**config.mk**
```make
export PLATFORM = sky130hd
export DESIGN_NAME = multiply_controller
export DESIGN_NICKNAME = d
export VERILOG_FILES = /design/src/rtl/mult_pkg.sv /design/src/rtl/multiply_controller.sv
export SDC_FILE = /design/constraint.sdc
export NUM_CORES = 1
export LEC_CHECK = 0
export ABC_AREA = 1
export BUFFER_PORTS_ARGS = -buffer_cell sky130_fd_sc_hd__buf_2
export CORE_ASPECT_RATIO = 1.4
export CORE_MARGIN = 2
export CORE_UTILIZATION = 53
export DETAILED_ROUTE_END_ITERATION = 10
export PLACE_DENSITY = 0.78
export SYNTH_ARGS = -nofsm -noshare
export SYNTH_HDL_FRONTEND = slang
export SYNTH_SLANG_ARGS = --single-unit
```
**constraint.sdc**
```tcl
create_clock -name clk -period 1.85 [get_ports clk]
set_clock_uncertainty 0.05 [all_clocks]
set_input_delay 0.185 -clock clk [delete_from_list [all_inputs] [get_ports clk]]
set_output_delay 0.185 -clock clk [all_outputs]
set_load 0.01 [all_outputs]
```
**src/rtl/mult_pkg.sv**
```systemverilog
// Shared definitions for the repeated-addition multiplier: datapath width and controller states.
package mult_pkg;

  localparam int unsigned DATA_W = 16;

  typedef enum logic [2:0] {
    StIdle  = 3'd0,
    StLoadA = 3'd1,
    StLoadB = 3'd2,
    StLoop  = 3'd3,
    StDone  = 3'd4
  } state_e;

endpackage

```
**src/rtl/multiply_controller.sv**
```systemverilog
// Control FSM for the repeated-addition multiplier: handshakes A then B in, steps P += A /
// B -= 1 until the datapath reports eqz, and keeps a saturating count of loop iterations.
module multiply_controller
  import mult_pkg::*;
#(
  parameter int unsigned CNT_W = 16
) (
  input  logic             clk,
  input  logic             rst,
  input  logic             start,
  input  logic             in_valid,
  output logic             in_ready,
  input  logic             eqz,
  output logic             LdA,
  output logic             LdB,
  output logic             LdP,
  output logic             clrP,
  output logic             decB,
  output logic             busy,
  output logic             done,
  output logic [CNT_W-1:0] iter_count
);

  state_e             state_q, state_d;
  logic [CNT_W-1:0]   cnt_q, cnt_d;
  logic               cnt_clr, cnt_inc;

  // Mealy decode: strobes follow in_valid/eqz in the same cycle.
  always_comb begin
    state_d  = state_q;
    cnt_clr  = 1'b0;
    cnt_inc  = 1'b0;
    in_ready = 1'b0;
    LdA      = 1'b0;
    LdB      = 1'b0;
    LdP      = 1'b0;
    clrP     = 1'b0;
    decB     = 1'b0;
    busy     = 1'b0;
    done     = 1'b0;
    unique case (state_q)
      StIdle: begin
        if (start) begin
          state_d = StLoadA;
          cnt_clr = 1'b1;
        end
      end
      StLoadA: begin
        busy     = 1'b1;
        in_ready = 1'b1;
        LdA      = in_valid;
        if (in_valid) state_d = StLoadB;
      end
      StLoadB: begin
        busy     = 1'b1;
        in_ready = 1'b1;
        LdB      = in_valid;
        clrP     = in_valid;
        if (in_valid) state_d = StLoop;
      end
      StLoop: begin
        busy = 1'b1;
        if (!eqz) begin
          LdP     = 1'b1;
          decB    = 1'b1;
          cnt_inc = 1'b1;
        end else begin
          state_d = StDone;
        end
      end
      StDone: begin
        done = 1'b1;
        if (start) begin
          state_d = StLoadA;
          cnt_clr = 1'b1;
        end
      end
      default: state_d = StIdle;
    endcase

    // The datapath must never be written while reset is asserted.
    if (rst) begin
      in_ready = 1'b0;
      LdA      = 1'b0;
      LdB      = 1'b0;
      LdP      = 1'b0;
      clrP     = 1'b0;
      decB     = 1'b0;
      busy     = 1'b0;
      done     = 1'b0;
    end
  end

  always_comb begin
    cnt_d = cnt_q;
    if (cnt_clr) begin
      cnt_d = '0;
    end else if (cnt_inc && (cnt_q != {CNT_W{1'b1}})) begin
      cnt_d = cnt_q + 1'b1;
    end
  end

  assign iter_count = rst ? '0 : cnt_q;

  always_ff @(posedge clk) begin
    if (rst) begin
      state_q <= StIdle;
      cnt_q   <= '0;
    end else begin
      state_q <= state_d;
      cnt_q   <= cnt_d;
    end
  end

endmodule

```
==> metrics.txt, run 1 <==
measured slew at the worst slew-check pin 417.5 ps; worst-skew pair later-pin latency 300 ps; Max rail drop VDD 0.3974 mV; combined global-route utilization of all metal layers 23.79%; area of all placed cells without fillers 1479 um^2; data arrival time of the critical path 1490 ps; Yosys Warn Count 0; run status finished clean; Nets 246; WL final 2.912 mm; number of primary I/O pins 29; area overhead of the layout relative to synthesis 14.87%; Num CTS Buffers 3; Syn Nets 215; via count 1328; H-Tree Depth 1; commonest cells in the synthesized netlist sky130_fd_sc_hd__nor2_1 (50), sky130_fd_sc_hd__nand2_1 (45), sky130_fd_sc_hd__inv_1 (26); core area 2338 um^2; unrepaired setup endpoints after global routing no; starting density of the core 55.06%; crit path setup slack, layout 123.3 ps; FFs w/ async S/R, synth 0%; fraction of layout cells with a size suffix above 1 21.34%; fmax 579.1 MHz; Mapped Avg Cell Area 6.160 um^2; via count of the first global-routing pass 1264; number of register bits inferred by synthesis 19; worst hold slack 205.9 ps; clk sinks 19; most instantiated flip-flop cell in the synthesis netlist sky130_fd_sc_hd__dfxtp_1; setup TNS 0 ps; global placer's final weighted congestion 0.8350; fraction of post-synthesis cell area in the top cell type by area 29.54%; detailed placement HPWL 2.271 mm; Port Buffer Count 28; library cell with the highest instance count after synthesis sky130_fd_sc_hd__nor2_1; Post-CTS Setup Repair Bufs 0; start point of the critical path state_q[0]$_SDFFE_PP0P_; launching element type of the critical path register; Max FO, Critical Path 5; total power 1.057 mW; largest buffer count on any clock path 2; unique cell type count in the Yosys netlist 27; Final min period 1727 ps; Ant. Diodes 0; power per standard cell area 714.7 nW/um^2; total standard cell area after synthesis 1287 um^2; Worst R2R Start cnt_q[0]$_SDFFE_PP0P_; remaining design rule violation count 0; period utilisation layout 93.34%; final-report max-slew violation count 0; element type at the critical path end output pin; start-to-end type of the worst setup path register to output pin; DRT iter0 DRCs 30; CTS resizes 0; relative max-transition margin 72.17%; timing endpoint of the critical path decB; number of maximum-capacitance violations 0; CTS Root Cell sky130_fd_sc_hd__clkbuf_4; number of cells traversed by the worst register-to-register path 8; reg-to-reg slack, setup 180 ps; Cell Count Post-Placement 257; startpoint of the worst hold path start; Hold-fix buffers, CTS 0; placed inst area 1445 um^2; worst slack after detailed placement 194.3 ps; static leakage 0.6536 nW; number of placement rows 21; CTS clock-pin slew for the worst setup and hold paths 110 ps; endpoints failing hold 0; post-route non-filler standard cell count 262; average via count per standard cell 5.069; global-route wire length before repair 5.112 mm; CP required 1620 ps; antenna violations before repair 0; DR pass1 iterations 4; chip width 45.66 um; global route total overflow 0; synth top area cells sky130_fd_sc_hd__dfxtp_1 (30%), sky130_fd_sc_hd__nor2_1 (15%), sky130_fd_sc_hd__nand2_1 (13%), sky130_fd_sc_hd__inv_1 (7.6%), sky130_fd_sc_hd__nand3_1 (5.4%); final setup violating endpoints 0; register area share after synthesis 29.54%; die outline height 62.32 um; endpoint of the worst-slack reg-to-reg timing path cnt_q[14]$_SDFFE_PP0P_; area of the die 2845 um^2; TritonCTS clock tree yes; instance count of the mapped netlist 209; DR WL/cell 11.11 um; post-layout util 63.24%; count of nets left with antenna violations after detail routing 0; class of the worst hold path input port to register; largest net degree at the start of global routing 25; Synth area leader sky130_fd_sc_hd__dfxtp_1; Post-synth EDFFs 0
-- how the worst min path moves through the flow --
| stage | cells after the start | to | slack [ps] |
|---|---|---|---|
| 6_report | 4 | cnt_q[3]$_SDFFE_PP0P_ | 210 |
| 5_1_grt | 4 | cnt_q[3]$_SDFFE_PP0P_ | 210 |
| 4_1_cts | 4 | cnt_q[3]$_SDFFE_PP0P_ | 190 |
| 3_5_place_dp | 2 | cnt_q[8]$_SDFFE_PP0P_ | 440 |
| 3_3_place_gp | 2 | cnt_q[0]$_SDFFE_PP0P_ | 440 |
| 2_1_floorplan | 3 | cnt_q[15]$_SDFFE_PP0P_ | 370 |
-- flip-flops by register name, indices dropped and copies added (netlist names) --
register	flops
state_q	3
cnt_q	16
-- worst max-delay path, cell delays in order (launching register included) --
cell	delay, ps
sky130_fd_sc_hd__dfxtp_1	420
sky130_fd_sc_hd__nand2_2	130
sky130_fd_sc_hd__nor3_4	280
sky130_fd_sc_hd__inv_4	100
sky130_fd_sc_hd__nor2_1	110
sky130_fd_sc_hd__buf_2	140
-- power by group --
part	switching [mW]	internal [mW]	total, mW
sequential	0.0400	0.443	0.483
combinational	0.237	0.124	0.361
clock	0.129	0.0842	0.213
-- routing by layer --
metal / global-route usage, % / wire length, um / vias up
met2: 42.96 / 1537 / 22
met4: 12.13 / 76 / 0
met1: 25.50 / 1225 / 587
met5: 0 / 0 / -
met3: 1.744 / 72 / 7
li1: - / - / 712
-- layout make-up --
type / instances / area (um^2)
tap: 23 / 28.78
inverter: 29 / 111.4
sequential: 19 / 380.4
timing repair buffer: 31 / 162.7
multi-input combinational: 156 / 769.5
fill: 248 / 859.6
clock buffer: 4 / 26.28
-- logic make-up after synthesis --
kind of cell,synth area share (%)
xor+xnor,3.401
fa+ha+maj,0.9717
buf+inv,10.69
compound gates,9.428
simple gates,45.97
flops,29.54
-- cell usage in the layout, fill, tap and decap left out, drive strengths merged --
master,Yosys,routed
a21oi,11,11
clkbuf,3,4
or2,1,1
nand2,48,48
buf,2,31
inv,29,29
nand3,14,14
dfxtp,19,19
nor2,57,57
xor2,5,5
ha,1,1
nand4,4,4
nor3,5,5
a31oi,1,1
o21ai,9,9
Note: power is estimated with default switching activity, not from simulation.
==> run 2: changes to the inputs <==
Settings changed: ABC_AREA 1 to not set, CORE_UTILIZATION 53 to 52, CTS_CLUSTER_DIAMETER set to 50.
==> run 2 against run 1 <==
Effect of this change:
- register-to-register slack lost 100 ps
- hold slack lost 29 ps
- total power shrank 27%
- routed wire length grew 3.4%
- design area grew 2.4%
- sequential share of layout area shrank 0.35 points
- via count grew 3.8%
- critical endpoint is now cnt_q[15]$_SDFFE_PP0P_
==> metrics.txt, run 2 <==
multiplexer share of the synthesized area 2.462% (+2.5 points); Compound-Gate Fraction of Synth Area 17.44% (+8.0 points); die outline height 61.31 um (-1.6%); remaining design rule violation count 0 (unchanged); largest family of logic cells by synthesized area simple AND/OR/NAND/NOR gates; via count of the first global-routing pass 1211 (-4.2%); biggest regs cnt_q: 16 flops, state_q: 3 flops; number of primary I/O pins 29 (unchanged); Max FO, Critical Path 6 (+1); combined global-route utilization of all metal layers 24.81% (+1.0 points); Syn Nets 171 (-20%); largest buffer count on any clock path 2 (unchanged); Worst R2R Start cnt_q[9]$_SDFFE_PP0P_; most instantiated flip-flop cell in the synthesis netlist sky130_fd_sc_hd__dfxtp_1; simple-gate share of the synthesized area 43.28% (-2.7 points); final-report max-slew violation count 0 (unchanged); Post-synth EDFFs 0 (unchanged); endpoints failing hold 0 (unchanged); Mapped Avg Cell Area 7.393 um^2 (+20%); most common cell after layout, fill and taps aside sky130_fd_sc_hd__buf_2; worst-skew pair later-pin latency 300 ps (about the same); TritonCTS clock tree yes; unique cell type count in the Yosys netlist 32 (+19%); WL final 3.011 mm (+3.4%); detailed placement HPWL 2.249 mm (-0.98%); FFs w/ async S/R, synth 0% (unchanged); antenna violations before repair 0 (unchanged); Nets 211 (-14%); most frequent cells in the layout sky130_fd_sc_hd__buf_2 (28), sky130_fd_sc_hd__buf_4 (19), sky130_fd_sc_hd__nor2b_1 (17); clk sinks 19 (unchanged); commonest cells in the synthesized netlist sky130_fd_sc_hd__dfxtp_1 (19), sky130_fd_sc_hd__nor2b_1 (17), sky130_fd_sc_hd__nor2_1 (15); CP required 2040 ps (+420 ps); library cell with the highest instance count after synthesis sky130_fd_sc_hd__dfxtp_1; Filler Cell Count 194 (-22%); fraction of layout cells with a size suffix above 1 28.92% (+7.6 points); element type at the critical path end register; Hold-fix buffers, CTS 0 (unchanged); instance count of the mapped netlist 165 (-21%); measured slew at the worst slew-check pin 510.1 ps (+92.59 ps); period utilisation layout 95.86% (+2.5 points); global-route wire length before repair 5.140 mm (+0.55%); run status finished clean; global route total overflow 0 (unchanged); instance count along the most critical hold path 3 (-1); hold worst-path end state_q[2]$_SDFFE_PP0P_; static leakage 0.6234 nW (-4.6%); synth top area cells sky130_fd_sc_hd__dfxtp_1 (31%), sky130_fd_sc_hd__nor2b_1 (8.7%), sky130_fd_sc_hd__a21oi_1 (5.7%), sky130_fd_sc_hd__or4_1 (5.5%), sky130_fd_sc_hd__nor2_1 (4.6%); setup TNS 0 ps (unchanged); endpoint of the worst-slack reg-to-reg timing path cnt_q[15]$_SDFFE_PP0P_; launching element type of the critical path register; number of placement rows 20 (-4.8%); DR pass1 iterations 4 (unchanged); start-to-end type of the worst setup path register to register; Port Buffer Count 28 (unchanged); area occupied by registers 384.1 um^2 (+0.99%); count of nets left with antenna violations after detail routing 0 (unchanged); area share of fa/ha/maj cells after synthesis 1.026% (+0.054 points); startpoint of the worst hold path start; register area share after synthesis 31.18% (+1.6 points); Post-CTS Setup Repair Bufs 0 (unchanged); Max rail drop VDD 0.5076 mV (+28%); power per standard cell area 511.0 nW/um^2 (-29%); Yosys Warn Count 0 (unchanged); data arrival time of the critical path 1960 ps (+470 ps); DRT iter0 DRCs 35 (+17%); DR WL/cell 13.32 um (+20%); H-Tree Depth 1 (unchanged); number of maximum-capacitance violations 0 (unchanged); global placer's final weighted congestion 0.8946 (+7.1%); register bank with the most flops cnt_q; chip width 44.94 um (-1.6%); area overhead of the layout relative to synthesis 24.10%; number of cells traversed by the worst register-to-register path 4 (-4); final setup violating endpoints 0 (unchanged); reg-to-reg slack, setup 80 ps (-100 ps); fmax 563.9 MHz (-2.6%); fraction of post-synthesis cell area in the top cell type by area 31.18% (+1.6 points); max FFs per register 16 (unchanged); CTS clock-pin slew for the worst setup and hold paths 120 ps (about the same); worst slack after detailed placement 14.06 ps (-180.2 ps); Final min period 1773 ps (+46.75 ps); area of combinational cells with multiple inputs 788.3 um^2 (+2.4%); Num CTS Buffers 3 (unchanged); area of the die 2755 um^2 (-3.2%); CTS Root Cell sky130_fd_sc_hd__clkbuf_4; number of register bits inferred by synthesis 19 (unchanged); Ant. Diodes 0 (unchanged); worst hold slack 176.7 ps (-29.17 ps); largest net degree at the start of global routing 28 (+12%); average via count per standard cell 6.097 (+20%); core area 2202 um^2 (-5.8%); class of the worst hold path input port to register; Synth area leader sky130_fd_sc_hd__dfxtp_1; via count 1378 (+3.8%); unrepaired setup endpoints after global routing no; relative max-transition margin 65.73% (-6.4 points); xor-xnor portion of the synthesized cell area 0% (-3.4 points); starting density of the core 55.40% (+0.34 points); total standard cell area after synthesis 1220 um^2 (-5.2%); crit path setup slack, layout 76.51 ps (-46.75 ps)
==> run 2: worst max-delay path: stages, from the launching register on <==
cell                      delay, ps
sky130_fd_sc_hd__dfxtp_2        390
sky130_fd_sc_hd__nand2_1        120
sky130_fd_sc_hd__or4_1          500
sky130_fd_sc_hd__or4_1          510
sky130_fd_sc_hd__a21oi_1        140
==> run 2: power breakdown <==
group / internal (mW) / switching, mW / total, mW
Clock: 0.0805 / 0.141 / 0.221
Combinational: 0.0528 / 0.0789 / 0.132
Sequential: 0.417 / 0.00400 / 0.421
Total: 0.550 / 0.224 / 0.774
==> run 2: timing repair <==
action | CTS | global route
hold endpoints to repair | 0 | 0
gates resized for setup | 0 | 4
endpoints found under the setup margin | 0 | 5
==> run 2: how the worst max path moves through the flow <==
stage	from	endpoint
2_1_floorplan	cnt_q[10]$_SDFFE_PP0P_	cnt_q[15]$_SDFFE_PP0P_
3_3_place_gp	eqz	cnt_q[12]$_SDFFE_PP0P_
3_5_place_dp	eqz	cnt_q[12]$_SDFFE_PP0P_
4_1_cts	state_q[2]$_SDFFE_PP0P_	cnt_q[12]$_SDFFE_PP0P_
5_1_grt	cnt_q[13]$_SDFFE_PP0P_	cnt_q[15]$_SDFFE_PP0P_
6_report	cnt_q[9]$_SDFFE_PP0P_	cnt_q[15]$_SDFFE_PP0P_
==> run 2: cells by family after synthesis <==
family	Yosys count
mux	3
buf+inv	13
fa+ha+maj	1
compound gates	34
simple gates	95
flops	19
==> run 2: metal layers <==
layer  global-route usage [%]  wire (um)  vias to the layer above
li1                         -          -                      679
met1                    28.52       1203                      642
met2                    44.08       1594                       53
met3                    3.812        181                        4
met4                    11.76         32                        0
met5                        0          0                        -
==> run 2: through the flow <==
stage / utilization [%] / instances / power [mW] / cell area [um^2]
final: 68.75 / 226 / 0.7736 / 1514
after global routing: 68.75 / 226 / 0.8176 / 1514
after CTS: 68.35 / 226 / 0.7770 / 1505
after detailed placement: 67.10 / 222 / 0.5622 / 1478
after global placement: 67.10 / 222 / 0.5579 / 1478
after floorplan: - / 165 / 0.5158 / 1220
==> run 2: area by class of cell <==
cell class,instances,share of cell area (%)
Multi-Input combinational cell,133,52.07
Sequential cell,19,25.37
Timing Repair Buffer,47,18.68
Tap cell,22,1.818
Clock buffer,3,1.488
Clock inverter,1,0.3306
Inverter,1,0.2479
